==> config.mk <==
export PLATFORM = sky130hd
export DESIGN_NAME = prau_issue_ctrl
export DESIGN_NICKNAME = d
export VERILOG_FILES = /design/src/rtl/prau_issue_ctrl.sv
export SDC_FILE = /design/constraint.sdc
export NUM_CORES = 1
export LEC_CHECK = 0
export ABC_AREA = 1
export CORE_UTILIZATION = 30
export CTS_BUF_LIST = sky130_fd_sc_hd__clkbuf_2
export CTS_CLUSTER_DIAMETER = 120
export CTS_CLUSTER_SIZE = 20
export DETAILED_ROUTE_END_ITERATION = 10
export SYNTH_ARGS = -nofsm -noshare
export SYNTH_HDL_FRONTEND = slang
export SYNTH_SLANG_ARGS = --single-unit
==> constraint.sdc <==
create_clock -name clk_i -period 6.88 [get_ports clk_i]
set_input_delay 1.376 -clock clk_i [delete_from_list [all_inputs] [get_ports clk_i]]
set_output_delay 1.376 -clock clk_i [all_outputs]
set_load 0.02 [all_outputs]
==> src/rtl/prau_issue_ctrl.sv <==
// prau_issue_ctrl: in-order multi-outstanding issue/retire control for the PRAU; response 2+L cycles after accept (1+L with PRAU_RESULT_BYPASS_EN).
// in_ready_o drops on credit, ordering, div/sqrt and quire hazards; the result FIFO holds responses while out_ready_i is low.
package prau_pkg;
  typedef enum logic [4:0] {
    NONE, PADD, PSUB, PMUL, PDIV, PSQRT, PSGNJ, PSGNJN, PMIN, PMAX,
    PCMP, PCVT, QMADD, QMSUB, QROUND, QCLR, QNEG, PMV
  } prau_op_e;

  localparam int unsigned PADD_LATENCY   = 1;
  localparam int unsigned PMUL_LATENCY   = 3;
  localparam int unsigned PDIV_LATENCY   = 10;
  localparam int unsigned PSQRT_LATENCY  = 12;
  localparam int unsigned QROUND_LATENCY = 2;
  localparam int unsigned QMADD_LATENCY  = 4;
endpackage

module prau_issue_ctrl
  import prau_pkg::*;
#(
  parameter int unsigned XLEN      = 64,
  parameter type         tag_t     = logic,
  parameter int unsigned RES_DEPTH = 4,
  parameter int unsigned MAX_LAT   = 15
) (
  input  logic                           clk_i,
  input  logic                           rst_ni,
  input  logic [XLEN-1:0]                operand_a_i,
  input  logic [XLEN-1:0]                operand_b_i,
  input  prau_op_e                       operator_i,
  input  tag_t                           tag_i,
  input  logic                           in_valid_i,
  output logic                           in_ready_o,
  output logic                           dp_valid_o,
  output logic [XLEN-1:0]                dp_operand_a_o,
  output logic [XLEN-1:0]                dp_operand_b_o,
  output prau_op_e                       dp_operator_o,
  input  logic [XLEN-1:0]                dp_result_i,
  output logic                           out_valid_o,
  input  logic                           out_ready_i,
  output logic [XLEN-1:0]                result_o,
  output tag_t                           tag_o,
  output logic [$clog2(RES_DEPTH):0]     outstanding_o
);
  localparam int unsigned CW = $clog2(RES_DEPTH) + 1;
  localparam int unsigned PW = $clog2(RES_DEPTH);
  localparam int unsigned LW = $clog2(MAX_LAT + 1);

  function automatic logic [LW-1:0] lat_of(input prau_op_e op);
    case (op)
      PADD, PSUB:   return LW'(PADD_LATENCY);
      PMUL:         return LW'(PMUL_LATENCY);
      PDIV:         return LW'(PDIV_LATENCY);
      PSQRT:        return LW'(PSQRT_LATENCY);
      QROUND:       return LW'(QROUND_LATENCY);
      QMADD, QMSUB: return LW'(QMADD_LATENCY);
      default:      return '0;
    endcase
  endfunction

  logic              dp_valid_q, dp_valid_d;
  logic [XLEN-1:0]   dp_a_q, dp_a_d, dp_b_q, dp_b_d;
  prau_op_e          dp_op_q, dp_op_d;
  logic [LW-1:0]     tail_rem_q, tail_rem_d;
  logic [CW-1:0]     outstanding_q, outstanding_d;

  // Completion pipeline: slot k holds the op that completes k cycles from now.
  logic [MAX_LAT:0]  pv_q, pv_d, pd_q, pd_d, pq_q, pq_d;
  tag_t              pt_q [MAX_LAT+1];
  tag_t              pt_d [MAX_LAT+1];

  logic [XLEN-1:0]   mem_res_q [RES_DEPTH];
  tag_t              mem_tag_q [RES_DEPTH];
  logic [PW-1:0]     wr_ptr_q, rd_ptr_q;
  logic [CW-1:0]     cnt_q;

  logic [LW-1:0]     op_lat;
  logic              op_ds, op_quire, credit_ok, order_ok, ds_ok, quire_ok;
  logic              accept, pop, fifo_empty, fifo_wr, fifo_rd, comp;

  assign op_lat    = lat_of(operator_i);
  assign op_ds     = (operator_i == PDIV) || (operator_i == PSQRT);
  assign op_quire  = (operator_i == QMADD) || (operator_i == QMSUB) || (operator_i == QROUND);
  assign credit_ok = outstanding_q < CW'(RES_DEPTH);
  assign order_ok  = ({1'b0, op_lat} + (LW+1)'(1)) > {1'b0, tail_rem_q};
  assign ds_ok     = !op_ds || !(|(pv_q & pd_q));
  assign quire_ok  = !op_quire || !(|(pv_q[MAX_LAT:1] & pq_q[MAX_LAT:1]));
  assign in_ready_o = credit_ok && order_ok && ds_ok && quire_ok;
  assign accept     = in_valid_i && in_ready_o;

  assign comp       = pv_q[0];
  assign fifo_empty = (cnt_q == '0);

  always_comb begin
    out_valid_o = !fifo_empty;
    result_o    = mem_res_q[rd_ptr_q];
    tag_o       = mem_tag_q[rd_ptr_q];
    fifo_wr     = comp;
`ifdef PRAU_RESULT_BYPASS_EN
    if (fifo_empty && comp) begin
      out_valid_o = 1'b1;
      result_o    = dp_result_i;
      tag_o       = pt_q[0];
      fifo_wr     = !out_ready_i;
    end
`endif
  end

  assign pop     = out_valid_o && out_ready_i;
  assign fifo_rd = pop && !fifo_empty;

  always_comb begin
    pv_d = '0;
    pd_d = '0;
    pq_d = '0;
    for (int k = 0; k < MAX_LAT; k++) begin
      pv_d[k] = pv_q[k+1];
      pd_d[k] = pd_q[k+1];
      pq_d[k] = pq_q[k+1];
      pt_d[k] = pt_q[k+1];
    end
    pt_d[MAX_LAT] = '0;
    if (accept) begin
      pv_d[op_lat] = 1'b1;
      pd_d[op_lat] = op_ds;
      pq_d[op_lat] = op_quire;
      pt_d[op_lat] = tag_i;
    end
  end

  always_comb begin
    dp_valid_d    = accept;
    dp_a_d        = accept ? operand_a_i : dp_a_q;
    dp_b_d        = accept ? operand_b_i : dp_b_q;
    dp_op_d       = accept ? operator_i  : dp_op_q;
    tail_rem_d    = accept ? op_lat : ((tail_rem_q != '0) ? tail_rem_q - LW'(1) : '0);
    outstanding_d = outstanding_q + CW'(accept) - CW'(pop);
  end

  always_ff @(posedge clk_i or negedge rst_ni) begin
    if (!rst_ni) begin
      dp_valid_q    <= 1'b0;
      dp_a_q        <= '0;
      dp_b_q        <= '0;
      dp_op_q       <= NONE;
      tail_rem_q    <= '0;
      outstanding_q <= '0;
      pv_q          <= '0;
      pd_q          <= '0;
      pq_q          <= '0;
      for (int k = 0; k <= MAX_LAT; k++) pt_q[k] <= '0;
    end else begin
      dp_valid_q    <= dp_valid_d;
      dp_a_q        <= dp_a_d;
      dp_b_q        <= dp_b_d;
      dp_op_q       <= dp_op_d;
      tail_rem_q    <= tail_rem_d;
      outstanding_q <= outstanding_d;
      pv_q          <= pv_d;
      pd_q          <= pd_d;
      pq_q          <= pq_d;
      for (int k = 0; k <= MAX_LAT; k++) pt_q[k] <= pt_d[k];
    end
  end

  always_ff @(posedge clk_i or negedge rst_ni) begin
    if (!rst_ni) begin
      wr_ptr_q <= '0;
      rd_ptr_q <= '0;
      cnt_q    <= '0;
      for (int i = 0; i < RES_DEPTH; i++) begin
        mem_res_q[i] <= '0;
        mem_tag_q[i] <= '0;
      end
    end else begin
      if (fifo_wr) begin
        mem_res_q[wr_ptr_q] <= dp_result_i;
        mem_tag_q[wr_ptr_q] <= pt_q[0];
        wr_ptr_q            <= wr_ptr_q + PW'(1);
      end
      if (fifo_rd) rd_ptr_q <= rd_ptr_q + PW'(1);
      cnt_q <= cnt_q + CW'(fifo_wr) - CW'(fifo_rd);
    end
  end

  // Credit accounting keeps the FIFO from ever filling past RES_DEPTH.
  a_no_overflow: assert property (@(posedge clk_i) disable iff (!rst_ni)
    !(fifo_wr && !fifo_rd && (cnt_q == CW'(RES_DEPTH))));

  assign dp_valid_o     = dp_valid_q;
  assign dp_operand_a_o = dp_a_q;
  assign dp_operand_b_o = dp_b_q;
  assign dp_operator_o  = dp_op_q;
  assign outstanding_o  = outstanding_q;

endmodule

==> impl_metrics.yaml, run 1 <==
place:
  gp_congestion: 0.795
  dp_hpwl_um: 36700
  place_ws_ps: 816
  io_buffer_count: 405
pwr:
  internal_power_uw: 6430
  p_sw_share_pct: 43.3
  power.static_leakage_uw: 0.0122
  p_clk_share_pct: 8.7
  ir_drop_v: 0.000277
  p_total_uw: 11300
  power.density_nw_per_um2: 447
  seqPwrFrac_pct: 41.2
  power.net_switching_uw: 4910
  combPwrFrac_pct: 50.2
detailed_routing:
  wl_per_cell_um: 16.9
  drt_iter0_markers: 1304
  vias_per_cell: 4.85
  totalWireLength_um: 60200
  ant_nets: 0
  num_vias: 17300
  drc_errors: 0
  drtPass1Iterations: 5
synth:
  synth_cell_type_count: 28
  synthCells: 2420
  ys_seq_elements: 471
  yosysSeqAreaShare_pct: 57.0
  synthXorXnorAreaFrac_pct: 0.339
  synth.avg_cell_area_sq_um: 8.54
  post-synth-top-area-cell: "dfrtp_1"
  synth_nets: 2640
  synth_top_family_by_area: "simple AND/OR/NAND/NOR gates"
  synthesis.area_sq_um: 20700
  synth_simple_gate_area_share_pct: 22.5
  yosys.area_share.adder_pct: 1.16
  yosys.area.top_type_share_pct: 57.0
  ys_warn_count: 0
  synth_area_leaders: "dfrtp_1, nand2_1, o21ai_0, nand4_1, nor2_1"
  synth_compound_area_share_pct: 12.2
  muxShareOfSynthArea_pct: 0
floorplanning:
  num_io_pins: 406
  die_y_um: 264
  core-area_sq_um: 67600
  fp.dieW_um: 264
  std_cell_rows: 95
  start_util_pct: 30.6
  die_area_sq_um: 70000
setup_path:
  crit_required_ps: 5500
  r2r_slack_ps: 3650
  path_class: "in2out"
  reg2reg_depth: 12
  crit_arrival_ps: 4660
  r2r-start: "pv_q[6]"
  timing.rr.end: "outstanding_o[2]"
  crit_start: "operator_i[3]"
  endpoint: "in_ready_o"
  cp_max_fo: 6
  end_kind: "output pin"
  start_kind: "primary input"
sta:
  skew_ps: 132
  post-route-period-util_pct: 87.7
  fmax_mhz: 166
  final-hold-violation-count: 0
  worst_pin_slew_ps: 1080
  rsz0062_at_grt: "no"
  finalSetupViolCount: 0
  fin_hold_ws_ps: 130
  finalCriticalPeriod_ps: 6040
  setup_tns_ps: 0
  layout_setup_ws_ps: 845
  slew_headroom_pct: 28.1
  finalMaxSlewViolations: 0
layout:
  fillers: 6919
  final_nets: 2910
  final_util_pct: 37.5
  syn2layout_area_growth_pct: 22.9
  drive_above_1_share_pct: 2.56
  seqCellArea_sq_um: 11800
  multi_input_area_sq_um: 7530
clock_network:
  postCtsSetupBuffers: 0
  htree_levels: 1
  clk_pin_slew_ps: 360
  cts_sinks: 471
  clk_latency_ps: 1160
  hold_buffers: 0
  cts_made_buffers: 27
  cts_root_buf: "clkbuf_2"
  cts_buffer_depth: 3
  cts_resized: 0
  cts_tree: "yes"
global_route:
  grt_antenna_before_repair: 7
  track_usage_pct: 16.9
  grt_pass1_wl_um: 95700
  grt_start_max_net_pins: 187
  first_global_vias: 16500
  grt_overflow: 0
worst_hold_path:
  min_path_type: "in2async"
job:
  drv_cap: 0
status:
  outcome: "finished clean"
## cells in the final DEF, fill, tap and decap left out, types with 6 or more instances in the layout
cell type          n
buf_4             12
clkbuf_2          29
clkdlybuf4s50_1  403
dfrtp_1          469
ha_1              16
inv_1            142
inv_2              6
nand2_1          733
nand4_1          188
nor2_1           171
o21ai_0          415
o22ai_1           65
## metrics by stage
stage,cells,cell area (sq um)
after floorplan,2420,20700
after global placement,3534,25200
after detailed placement,3534,25200
after CTS,3566,25400
after global routing,3567,25400
final,3569,25400
## cell type report
cell class	instances	share of cell area, %
Antenna cell	3	0.0296
Clock buffer	29	0.572
Clock inverter	3	0.0640
Inverter	148	2.20
Multi-Input combinational cell	1620	29.7
Sequential cell	471	46.4
Tap cell	873	4.30
Timing Repair Buffer	422	16.7
## logic make-up (layout without fill, tap and decap cells)
kind of cell,count (synthesis),count (layout)
flops,471,471
other cells,1,4
compound gates,487,487
xor+xnor,8,8
buf+inv,329,602
simple gates,1106,1106
fa+ha+maj,18,18
## worst max-delay path: stages
cell	delay, ps
clkdlybuf4s50_1	520
nor2_1	220
inv_1	60
nor3_1	460
ha_1	380
xor2_1	170
ha_1	240
nand2_1	60
inv_1	40
nand3_1	60
nand2_1	70
nand2_1	60
nand2_1	80
nor2_4	120
nand2_1	90
inv_1	60
clkdlybuf4s50_1	590
## power groups by stage
stage                     clock, uW  combinational, uW  sequential, uW
after CTS                      1060               5770            4670
after floorplan                   0               2890            5010
after global placement            0               5720            4700
after detailed placement          0               5770            4710
after global routing           1140               6270            4840
final                           984               5690            4670
## layer usage
metal  GRT usage [%]  share of wire [%]  vias to the layer above
met1            23.9                 46                     8283
met5               0               0.10                        -
met4            4.02                2.4                       10
met2            25.7                 44                      492
li1                -                  -                     8466
met3            4.51                7.7                       72
## sequential cells by signal, indices dropped and copies added (netlist names)
name / cells
mem_res_q: 256
mem_tag_q: 4
cnt_q: 3
outstanding_o: 3
pt_q: 16
wr_ptr_q: 2
dp_valid_o: 1
pv_q: 16
dp_operand_a_o: 64
pd_q: 16
tail_rem_q: 4
dp_operator_o: 5
dp_operand_b_o: 64
rd_ptr_q: 2
pq_q: 15
## synthesized netlist by cell type
cell and number:
fa_1 2, nand4_1 188, a21boi_0 1, buf_1 14, nor2_1 171, inv_1 144
o22ai_1 65, a21oi_1 3, buf_2 34, o21ai_1 2, conb_1 1, nor3_1 1
clkbuf_1 115, nand4_2 1, o21ai_2 1, xor2_1 5, o21ai_0 415, xnor2_1 3
nand3_1 3, buf_4 7, buf_6 11, nor2_4 2, nand2_1 737, nor2_2 1
dfrtp_1 471, ha_1 16, inv_2 4, nand2_2 2
## worst min path at each step
stage                          end     start  depth (start not counted)
finish              mem_res_q[138]    rst_ni                          1
floorplan                 pd_q[10]  pd_q[11]                          2
detailed placement         pq_q[6]   pq_q[7]                          2
global route         mem_res_q[10]    rst_ni                          1
global placement           pt_q[2]   pt_q[1]                          2
CTS                  mem_res_q[74]    rst_ni                          1
Note: power is estimated with default switching activity, not from simulation.
==> run 2: changes to the inputs <==
--- a/config.mk
+++ b/config.mk
@@ -11,6 +11,7 @@
 export CTS_CLUSTER_DIAMETER = 120
 export CTS_CLUSTER_SIZE = 20
 export DETAILED_ROUTE_END_ITERATION = 10
+export HOLD_SLACK_MARGIN = 0.12
 export SYNTH_ARGS = -nofsm -noshare
 export SYNTH_HDL_FRONTEND = slang
 export SYNTH_SLANG_ARGS = --single-unit
==> run 2 against run 1 <==
Utilization hardly changed. Maximum frequency fell by 0.31%. Routed wire length barely moved. Sequential share of layout area about the same. Sequential cell count unchanged. Non-clock buffer count is 1 higher. Via count barely moved. Critical path depth did not move. First-iteration DRC count down 3.5%. Setup slack got worse by 19 ps. Final area barely moved.
==> impl_metrics.yaml, run 2 (same netlist as run 1, synthesis figures left out) <==
sta:
  fin_hold_ws_ps: 406
  fmax_mhz: 165
  finalCriticalPeriod_ps: 6050
  slew_headroom_pct: 28.0
  setup_tns_ps: 0
  skew_ps: 116
  finalMaxSlewViolations: 0
  post-route-period-util_pct: 88.0
  rsz0062_at_grt: "no"
  finalSetupViolCount: 0
  final-hold-violation-count: 0
  worst_pin_slew_ps: 1080
  layout_setup_ws_ps: 826
pwr:
  seqPwrFrac_pct: 41.2
  p_sw_share_pct: 43.3
  p_clk_share_pct: 8.6
  internal_power_uw: 6430
  power.density_nw_per_um2: 447
  ir_drop_v: 0.000277
  combPwrFrac_pct: 50.2
  power.static_leakage_uw: 0.0122
  power.net_switching_uw: 4910
detailed_routing:
  vias_per_cell: 4.85
  drtPass1Iterations: 6
  wl_met2_um: 26400
  highest_layer: "met5"
  ant_nets: 0
  wl_met1_um: 27600
  drt_iter0_markers: 1259
  num_vias: 17300
  wl_per_cell_um: 16.9
  drc_errors: 0
  totalWireLength_um: 60200
  route.met3.wl_um: 4660
layout:
  largest_reg_flops: 256
  syn2layout_area_growth_pct: 22.9
  drive_above_1_share_pct: 2.56
  final_cells: 3570
  layout_commonest_cell: "nand2_1"
  final_cell_mix: "nand2_1, dfrtp_1, o21ai_0"
  final_nets: 2911
  seqCellArea_sq_um: 11800
  fillers: 6918
  final_util_pct: 37.6
  multi_input_area_sq_um: 7530
  regMostFlops: "mem_res_q"
clock_network:
  clk_pin_slew_ps: 370
  cts_resized: 0
  cts_made_buffers: 27
  htree_levels: 1
  cts_tree: "yes"
  clk_latency_ps: 1150
  cts_buffer_depth: 3
  cts_sinks: 471
  cts_root_buf: "clkbuf_2"
floorplanning:
  start_util_pct: 30.6
  die_y_um: 264
  fp.dieW_um: 264
  num_io_pins: 406
  die_area_sq_um: 70000
  std_cell_rows: 95
  core-area_sq_um: 67600
setup_path:
  crit_chain: "clkdlybuf4s50_1 > nor2_1 > inv_1 > nor3_1 > ha_1 > xor2_1 > ha_1 > nand2_1 > inv_1 > nand3_1 > nand2_1 > nand2_1 > nand2_1 > nor2_4 > nand2_1 > inv_1 > clkdlybuf4s50_1"
  end_kind: "output pin"
  start_kind: "primary input"
  slowest_stage: "clkdlybuf4s50_1"
  cp_max_fo: 6
  cp_slowest_stage_delay_ps: 590
  crit_arrival_ps: 4680
  path_class: "in2out"
  crit_required_ps: 5500
  timing.critical_path.mode_cell: "nand2_1"
place:
  gp_congestion: 0.795
  place_ws_ps: 816
  dp_hpwl_um: 36700
  dp_cells: 3534
  io_buffer_count: 405
global_route:
  track_usage_pct: 16.9
  grt_start_max_net_pins: 187
  grt_antenna_before_repair: 7
  grt_pass1_wl_um: 95700
  first_global_vias: 16500
  grt_overflow: 0
worst_hold_path:
  min_path_type: "reg2reg"
job:
  drv_cap: 0
status:
  outcome: "finished clean"
==> run 2: cell types whose count changed in the layout (fill, tap and decap cells not counted), sizes merged <==
cell | before | now
dlygate4sd3 | 0 | 1
==> run 2: path summary, 6_finish.rpt <==
| check | slack (ps) | from | to | cells after the start |
|---|---|---|---|---|
| worst max register to register | 3650 | pv_q[6] | outstanding_o[2] | 12 |
| worst max-delay path | 830 | operator_i[3] | in_ready_o | 17 |
| min in group asynchronous | 720 | rst_ni | mem_res_q[138] | 2 |
| worst min-delay path | 410 | pq_q[8] | pq_q[7] | 2 |
| worst min register to register | 410 | pq_q[8] | pq_q[7] | 2 |
| max in group asynchronous | 4600 | rst_ni | dp_operand_b_o[13] | 3 |
==> run 2: final cells by class <==
class / instances / share of cell area, %
inverter: 148 / 2.20
timing repair buffer: 423 / 16.8
tap: 873 / 4.30
clock inverter: 3 / 0.0640
sequential: 471 / 46.4
multi-input combinational: 1620 / 29.7
antenna: 3 / 0.0295
clock buffer: 29 / 0.571
==> run 2: metal layers <==
metal  vias to the layer above  GRT usage (%)
met5                         -              0
met4                        10           4.02
met3                        70           4.51
li1                       8470              -
met1                      8275           23.9
met2                       485           25.7
==> run 2: timing repair <==
item                       in CTS  in global routing
buffers inserted                0                  0
hold buffers                    1                  0
hold endpoints to repair       42                  0
setup endpoints to repair       0                  0
==> run 2: critical path, delay by kind of cell <==
kind	cells	cell delay [ps]
fa+ha+maj	2	630
simple gates	9	1240
xor+xnor	1	170
buf+inv	5	1270
==> run 2: power by group through the flow <==
stage               registers, uW  logic, uW  clock network, uW
floorplan                    5010       2890                  0
global placement             4700       5720                  0
detailed placement           4710       5770                  0
CTS                          4670       5770               1060
global route                 4840       6270               1140
finish                       4670       5690                981
==> run 2: per-stage QoR <==
stage               total power, uW  cell area [sq um]
floorplan                      7900              20700
global placement              10400              25200
detailed placement            10500              25200
CTS                           11500              25400
global route                  12300              25400
finish                        11300              25400
==> run 3: changes to the inputs <==
--- a/config.mk
+++ b/config.mk
@@ -9,7 +9,6 @@
 export CORE_UTILIZATION = 30
 export CTS_BUF_LIST = sky130_fd_sc_hd__clkbuf_2
 export CTS_CLUSTER_DIAMETER = 120
-export CTS_CLUSTER_SIZE = 20
 export DETAILED_ROUTE_END_ITERATION = 10
 export HOLD_SLACK_MARGIN = 0.12
 export SYNTH_ARGS = -nofsm -noshare
==> run 3 against run 2 <==
Register-to-register slack worse by 90 ps. Critical path depth unchanged. Global-route usage up 0.86 points. First-iteration DRC count down 13%. Count of clock-buffer cells in the layout up 163. Sequential power about the same. Maximum frequency up 0.26%. Worst hold slack better by 15 ps. Total power up 10%. Via count up 4.9%. Setup slack better by 16 ps. Combinational power about the same.
==> impl_metrics.yaml, run 3 (same netlist as run 1, synthesis figures left out) <==
detailed_routing:
  num_vias: 18200
  drc_errors: 0
  totalWireLength_um: 61900
  wl_per_cell_um: 16.4
  drtPass1Iterations: 5
  drt_iter0_markers: 1090
  vias_per_cell: 4.82
  ant_nets: 0
place:
  io_buffer_count: 405
  post_dp_cell_area_sq_um: 25200
  place_ws_ps: 816
  gp_congestion: 0.795
  dp_hpwl_um: 36700
setup_path:
  crit_chain: "clkdlybuf4s50_1 > nor2_1 > inv_1 > nor3_1 > ha_1 > xor2_1 > ha_1 > nand2_1 > inv_1 > nand3_1 > nand2_1 > nand2_1 > nand2_1 > nor2_4 > nand2_1 > inv_1 > clkdlybuf4s50_1"
  cp_max_fo: 6
  crit_arrival_ps: 4660
  timing.rr.end: "outstanding_o[2]"
  end_kind: "output pin"
  path_class: "in2out"
  slowest_stage: "clkdlybuf4s50_1"
  crit_required_ps: 5500
  timing.critical_path.mode_cell: "nand2_1"
  r2r_slack_ps: 3560
  cp_slowest_stage_delay_ps: 590
  start_kind: "primary input"
  r2r-start: "pq_q[5]"
  reg2reg_depth: 12
floorplanning:
  die_y_um: 264
  core-area_sq_um: 67600
  fp.dieW_um: 264
  std_cell_rows: 95
  start_util_pct: 30.6
  die_area_sq_um: 70000
  num_io_pins: 406
layout:
  final_nets: 3022
  drive_above_1_share_pct: 8.62
  largest_reg_flops: 256
  syn2layout_area_growth_pct: 28.2
  layout_commonest_cell: "nand2_1"
  final_cell_mix: "nand2_1, dfrtp_1, o21ai_0"
  regMostFlops: "mem_res_q"
  design_area_sq_um: 26500
clock_network:
  clk_latency_ps: 1250
  hold_buffers: 1
  cts_buffer_depth: 3
  cts_root_buf: "clkbuf_2"
  cts_resized: 0
  postCtsSetupBuffers: 0
  cts_sinks: 471
  htree_levels: 4
  clk_pin_slew_ps: 100
  cts_tree: "yes"
  cts_made_buffers: 138
sta:
  fmax_mhz: 166
  finalMaxSlewViolations: 0
  rsz0062_at_grt: "no"
  layout_setup_ws_ps: 841
  finalSetupViolCount: 0
  worst_pin_slew_ps: 1070
  setup_tns_ps: 0
  skew_ps: 94.3
  slew_headroom_pct: 28.5
  finalCriticalPeriod_ps: 6040
  final-hold-violation-count: 0
  post-route-period-util_pct: 87.8
global_route:
  grt_start_max_net_pins: 187
  grt_overflow: 0
  grt_antenna_before_repair: 8
  first_global_vias: 17700
  grt_use_met3_pct: 5.95
  use_met1_pct: 23.7
  track_usage_pct: 17.8
  grt-busiest-layer: "met2"
  use_met2_pct: 26.2
  grt_pass1_wl_um: 98800
pwr:
  power.static_leakage_uw: 0.0130
  p_total_uw: 12500
  ir_drop_v: 0.000280
  power.density_nw_per_um2: 473
worst_hold_path:
  hold_path_startpoint: "pq_q[6]"
  holdPathEnd: "pq_q[5]"
  hold_depth: 2
  min_path_type: "reg2reg"
job:
  drv_cap: 0
status:
  outcome: "finished clean"
==> run 3: cell count changes in the layout (fill, tap and decap cells not counted), sizes merged <==
cell / delta
clkinv: +21
bufinv: +4
inv: +3
diode: +5
clkinvlp: +4
clkbuf: +163
==> run 3: power by group <==
group | internal, uW | switching [uW] | total (uW)
Sequential | 3990 | 697 | 4690
Clock | 903 | 1240 | 2140
Combinational | 2340 | 3360 | 5700
Total | 7240 | 5290 | 12500
==> run 3: layout make-up <==
type	count	area, sq um
diodes	8	20.0
repair buffers	423	4260
clock buffers	192	961
well taps	873	1090
fillers	6891	41100
multi-input cells	1620	7530
clock inverters	35	277
inverters	148	558
flip-flops and latches	471	11800
==> run 3: how the worst max path moves through the flow <==
stage | from | to | slack, ps
after floorplan | operator_i[3] | in_ready_o | 2040
after global placement | operator_i[3] | in_ready_o | 850
after detailed placement | operator_i[3] | in_ready_o | 820
after CTS | operator_i[3] | in_ready_o | 810
after global routing | operator_i[3] | in_ready_o | 490
final | operator_i[3] | in_ready_o | 840
==> run 3: critical path: cells and delay by family <==
kind,cells,cell delay (ps)
simple gates,9,1220
xor+xnor,1,170
fa+ha+maj,2,630
buf+inv,5,1270
==> run 3: metal layers <==
layer | vias to the layer above | share of wire [%] | wire (um)
met3 | 120 | 8.8 | 5430
met2 | 613 | 44 | 27200
met4 | 10 | 2.4 | 1500
met1 | 8607 | 45 | 27700
li1 | 8812 | - | -
met5 | - | 0.098 | 61
==> run 3: metrics by stage <==
step | util, % | instances | hold slack [ps]
floorplan | - | 2420 | 435
global placement | 37.3 | 3534 | 442
detailed placement | 37.3 | 3534 | 448
CTS | 39.1 | 3762 | 436
global route | 39.2 | 3768 | 453
finish | 39.2 | 3770 | 421
